--- src/rtl/gfx256_fragment.sv ---
// Fragment stage: picks flat colour or a texel fetched over the wishbone reader,
// applies colour-key discard and texel-alpha modulation, then hands the pixel to the blender.
module gfx256_fragment #(
    parameter int point_width = 16
) (
    input  logic                   clk_i,
    input  logic                   rst_i,
    input  logic                   texture_enable_i,
    input  logic                   colorkey_enable_i,
    input  logic [31:0]            colorkey_i,
    input  logic [1:0]             color_depth_i,
    input  logic [31:0]            tex0_base_i,
    input  logic [point_width-1:0] tex0_size_x_i,
    input  logic [point_width-1:0] tex0_size_y_i,
    input  logic [point_width-1:0] pixel_x_i,
    input  logic [point_width-1:0] pixel_y_i,
    input  logic [point_width-1:0] pixel_z_i,
    input  logic [point_width-1:0] u_i,
    input  logic [point_width-1:0] v_i,
    input  logic [7:0]             a_i,
    input  logic [31:0]            color_i,
    input  logic                   write_i,
    output logic                   ack_o,
    output logic                   texture_request_o,
    output logic [31:0]            texture_addr_o,
    input  logic [255:0]           texture_data_i,
    input  logic                   texture_ack_i,
    input  logic                   wbm_busy_i,
    output logic [point_width-1:0] pixel_x_o,
    output logic [point_width-1:0] pixel_y_o,
    output logic [point_width-1:0] pixel_z_o,
    output logic [7:0]             a_o,
    output logic [31:0]            color_o,
    output logic                   write_o,
    input  logic                   ack_i
);

    typedef enum logic [1:0] {S_WAIT, S_ADDR, S_FETCH, S_WRITE} state_t;

    state_t                 r_state;
    logic [point_width-1:0] r_x, r_y, r_z, r_u, r_v;
    logic [7:0]             r_a;
    logic [4:0]             r_mb;

    logic [31:0] w_idx, w_off, w_shifted, w_texel;
    logic [15:0] w_alpha_prod;
    logic [7:0]  w_alpha;
    logic        w_depth32;

    assign w_depth32 = color_depth_i[1];
    assign w_idx     = 32'(r_v) * 32'(tex0_size_x_i) + 32'(r_u);

    always_comb begin
        w_off = w_idx;
        case (color_depth_i)
            2'd0:    w_off = w_idx;
            2'd1:    w_off = w_idx << 1;
            default: w_off = w_idx << 2;
        endcase
    end

    // Little-endian line: byte mb lands in bits [7:0] after the shift.
    assign w_shifted = 32'(texture_data_i >> {r_mb, 3'b000});

    always_comb begin
        w_texel = w_shifted;
        case (color_depth_i)
            2'd0:    w_texel = {24'd0, w_shifted[7:0]};
            2'd1:    w_texel = {16'd0, w_shifted[15:0]};
            default: w_texel = w_shifted;
        endcase
    end

    // (a+1)*ta never exceeds 256*255, so 16 bits hold the product.
    assign w_alpha_prod = ({8'd0, r_a} + 16'd1) * {8'd0, w_texel[31:24]};
    assign w_alpha      = 8'(w_alpha_prod >> 8);

    always_ff @(posedge clk_i) begin
        if (rst_i) begin
            r_state           <= S_WAIT;
            r_x               <= '0;
            r_y               <= '0;
            r_z               <= '0;
            r_u               <= '0;
            r_v               <= '0;
            r_a               <= '0;
            r_mb              <= '0;
            ack_o             <= 1'b0;
            texture_request_o <= 1'b0;
            texture_addr_o    <= '0;
            pixel_x_o         <= '0;
            pixel_y_o         <= '0;
            pixel_z_o         <= '0;
            a_o               <= '0;
            color_o           <= '0;
            write_o           <= 1'b0;
        end else begin
            ack_o   <= 1'b0;
            write_o <= 1'b0;
            case (r_state)
                S_WAIT: begin
                    if (write_i) begin
                        r_x <= pixel_x_i;
                        r_y <= pixel_y_i;
                        r_z <= pixel_z_i;
                        r_u <= u_i;
                        r_v <= v_i;
                        r_a <= a_i;
                        if (!texture_enable_i) begin
                            pixel_x_o <= pixel_x_i;
                            pixel_y_o <= pixel_y_i;
                            pixel_z_o <= pixel_z_i;
                            color_o   <= color_i;
                            a_o       <= a_i;
                            write_o   <= 1'b1;
                            r_state   <= S_WRITE;
                        end else if (u_i >= tex0_size_x_i || v_i >= tex0_size_y_i) begin
                            ack_o <= 1'b1;
                        end else begin
                            r_state <= S_ADDR;
                        end
                    end
                end
                S_ADDR: begin
                    texture_addr_o <= tex0_base_i + {w_off[31:5], 5'b00000};
                    r_mb           <= w_off[4:0];
                    // Raising the request here alongside the address saves a cycle when the reader is idle.
                    if (!wbm_busy_i)
                        texture_request_o <= 1'b1;
                    r_state <= S_FETCH;
                end
                S_FETCH: begin
                    if (texture_request_o && texture_ack_i) begin
                        texture_request_o <= 1'b0;
                        if (colorkey_enable_i && w_texel == colorkey_i) begin
                            ack_o   <= 1'b1;
                            r_state <= S_WAIT;
                        end else begin
                            pixel_x_o <= r_x;
                            pixel_y_o <= r_y;
                            pixel_z_o <= r_z;
                            color_o   <= w_texel;
                            a_o       <= w_depth32 ? w_alpha : r_a;
                            write_o   <= 1'b1;
                            r_state   <= S_WRITE;
                        end
                    end else if (!wbm_busy_i) begin
                        texture_request_o <= 1'b1;
                    end
                end
                S_WRITE: begin
                    if (ack_i) begin
                        ack_o   <= 1'b1;
                        r_state <= S_WAIT;
                    end
                end
                default: r_state <= S_WAIT;
            endcase
        end
    end

endmodule

--- config.mk ---
export PLATFORM = sky130hd
export DESIGN_NAME = gfx256_fragment
export DESIGN_NICKNAME = d
export VERILOG_FILES = /design/src/rtl/gfx256_fragment.sv
export SDC_FILE = /design/constraint.sdc
export NUM_CORES = 2
export LEC_CHECK = 0
export ABC_AREA = 1
export CORE_MARGIN = 2
export CORE_UTILIZATION = 50
export DETAILED_ROUTE_END_ITERATION = 6
export DONT_BUFFER_PORTS = 1
export SYNTH_ARGS = -nofsm -noshare
export SYNTH_HDL_FRONTEND = slang
export SYNTH_SLANG_ARGS = --single-unit
--- constraint.sdc ---
create_clock -name clk_i -period 10.83 [get_ports clk_i]
set_input_delay 1.083 -clock clk_i [delete_from_list [all_inputs] [get_ports clk_i]]
set_output_delay 1.083 -clock clk_i [all_outputs]
set_load 0.1 [all_outputs]
==> impl_metrics.csv <==
group,metric,value,unit
run_status,status,"finished, final reports clean",
detailed_routing,vias,32600,
yosys,synthTopCellsByCount,"nand2_1, inv_1, nor2_1, nand3_1, o21ai_0",
clock_tree,post_cts_buffers,0,
setup_path,critPathLaunchType,"register",
floorplanning,die_x,256,microns
clock_tree,cts_hold_buf,0,
yosys,syn_inst,5329,
final_layout,fin_nets,6013,
yosys,synth_flop_cell,"dfxtp_1",
run,cap_violations,0,
sta,slew_viol_final,0,
global_route,grt_pass1_vias,31200,
clock_tree,clkLatencyLatePin,0.57,ns
setup_path,cp.arrival,8.72,ns
clock_tree,cts.clk_slew.worst_paths,0.06,ns
yosys,syn_area,0.0319,sq mm
clock_tree,cts-buffers-inserted,25,
final_layout,synthToLayoutAreaGrowth,2.80,%
final_layout,final_util,51.9,%
yosys,avgSynthCellArea,5.98,sq um
sta,maxSlewHeadroom,24.4,%
clock_tree,clkSinkCount,218,
global_route,grt_first_pass_wirelength,188000,microns
setup_path,crit_type,"reg -> reg",
setup_path,cp_slowest_cell,"dfxtp_1",
global_route,grtUsageTotal,36.5,%
clock_tree,cts_resized,0,
floorplanning,core_area,0.0631,sq mm
sta,fin_skew,0.0353,ns
yosys,yosysWarnings,0,
clock_tree,cts_tree,"yes",
floorplanning,rows,92,
clock_tree,cts-root-buf,"clkbuf_16",
placement,globalplace.congestion,0.969,
sta,fin_tns_setup,0,ns
sta,tightest_slew,1.13,ns
clock_tree,htree_levels,1,
yosys,yosysSeqAreaShare,13.7,%
final_layout,drive_gt1_share,2.32,%
floorplanning,initial_core_util,50.5,%
setup_path,critPathTopFamily,"adder cells",
yosys,yosys.area.top_type_share,20.2,%
sta,period_needed,8.26,ns
clock_tree,cts_buffer_depth,3,
global_route,grt_overflow,0,
setup_path,end_kind,"register",
yosys,synth_area_leaders,"nand2_1, fa_1, dfxtp_1",
detailed_routing,antenna_left,0,
yosys,ys_async_sr_fraction,0,%
placement,port_buffers,0,
setup_path,crit_top_cell,"nand2_1",
sta,post-route-period-util,76.3,%
yosys,synth_seq_cells,218,
setup_path,cp_max_fo,17,
placement,dp_hpwl,93700,microns
sta,setup_viol,0,
global_route,antenna_found_initial,17,
min_path,min_path_type,"reg -> reg",
detailed_routing,drt_iter0_markers,2961,
yosys,synth.distinct_cells,47,
floorplanning,die_y,256,microns
setup_path,rrSetupSlack,2.57,ns
detailed_routing,drc,0,
setup_path,worstPathRequired,11.29,ns
yosys,yosysMostFrequentCell,"nand2_1",
setup_path,max_stage_delay,0.98,ns
detailed_routing,dr.pass1.iters,6,
floorplanning,dieArea,0.0657,sq mm
yosys,synth_edf_count,0,
sta,fmax,121,MHz
global_route,grt_max_degree,273,
yosys,yosys.area.top_type,"nand2_1",
yosys,syn-num-nets,6265,
setup_path,critPathBufInv,4,
detailed_routing,wl_per_cell,20.4,microns
detailed_routing,vias_per_cell,5.47,
sta,rsz0062_at_grt,"false",
floorplanning,pin_count,605,
detailed_routing,wl,121000,microns
sta,hold_viol,0,
## metal layers
metal	global-route usage [%]	wire length [microns]	vias to the layer above
met4	17.9	6750	12
met3	8.31	10600	261
met2	60.8	56300	1254
met1	44.4	47600	15100
met5	0	69	-
li1	-	-	16000
## final timing paths
kind                            depth (start not counted)  startpoint                 end
worst max-delay path                                   38      r_v[8]  texture_addr_o[30]
worst min register to register                          2      r_z[7]              r_z[7]
worst min-delay path                                    2      r_z[7]              r_z[7]
worst max register to register                         38      r_v[8]  texture_addr_o[30]
## per-stage QoR
step / cells / hold WS [ns] / cell area, sq um / setup slack (ns)
detailed placement: 5896 / 0.471 / 31800 / 2.61
floorplan: 5329 / 0.455 / 31900 / 2.82
finish: 5956 / 0.481 / 32700 / 2.57
CTS: 5942 / 0.485 / 32700 / 2.64
global placement: 5896 / 0.462 / 31800 / 2.73
global route: 5955 / 0.499 / 32700 / 1.98
## layout make-up
type / count / area (sq um)
Sequential cell: 218 / 4370
Fill cell: 6919 / 30300
Clock inverter: 13 / 198
Multi-Input combinational cell: 4009 / 23100
Tap cell: 846 / 1060
Inverter: 788 / 2970
Clock buffer: 33 / 696
Antenna cell: 14 / 35.0
Timing Repair Buffer: 35 / 275
## logic make-up (layout without fill, tap and decap cells)
group | after synthesis | in the layout | synth area share (%)
and+or+nand+nor | 2835 | 2835 | 36.0
buffers and inverters | 1102 | 869 | 13.7
AOI/OAI and AO/OA | 669 | 669 | 11.4
adders and majority gates | 454 | 454 | 23.8
DFF | 218 | 218 | 13.7
xor gates and xnor gates | 51 | 51 | 1.40
other | 0 | 14 | 0
## sequential cells by signal, summed over array words and instances, names as in the netlist, 16 cells and up
register,flops
r_u,16
texture_addr_o,32
r_v,16
pixel_z_o,16
r_x,16
pixel_x_o,16
color_o,32
pixel_y_o,16
r_z,16
r_y,16
## worst reg2reg max path: cells and delay by family (launching register included)
family | cells | cell delay [ns]
buffers and inverters | 4 | 0.19
adder cells (fa/ha/maj) | 8 | 3.43
flip-flops | 1 | 0.98
AO/OA/AOI/OAI | 7 | 1.31
XOR/XNOR | 1 | 0.31
AND/OR/NAND/NOR | 18 | 1.94
## placed cells by master (no fill, tap or decap), types with 4 or more instances in the layout
cell,synthesis,routed
xnor2_1,15,15
and2_1,7,7
o21ai_0,296,296
a21o_1,8,8
o221ai_1,4,4
o21bai_1,5,5
clkinv_1,5,4
or2_1,12,12
dfxtp_1,218,215
xor2_1,36,36
nand3_1,395,395
nand2_1,1718,1717
ha_1,203,202
or2_2,15,15
buf_4,9,34
o21ai_1,27,27
bufinv_16,0,4
nand2_2,6,5
diode_2,0,14
fa_1,251,251
inv_4,0,4
nand3b_1,37,37
nand4_1,12,12
clkbuf_8,0,4
inv_1,777,774
inv_2,6,5
a21boi_0,4,4
nor3_1,13,13
clkbuf_1,183,4
o211ai_1,59,59
clkbuf_16,0,25
a31oi_1,11,11
o22ai_1,22,22
nor4_1,6,6
nor2_1,605,605
a21oi_1,221,221
Power is left out: the tool's default activity adds up to more than one toggle a clock period on the data nets, which glitch-free logic cannot reach.
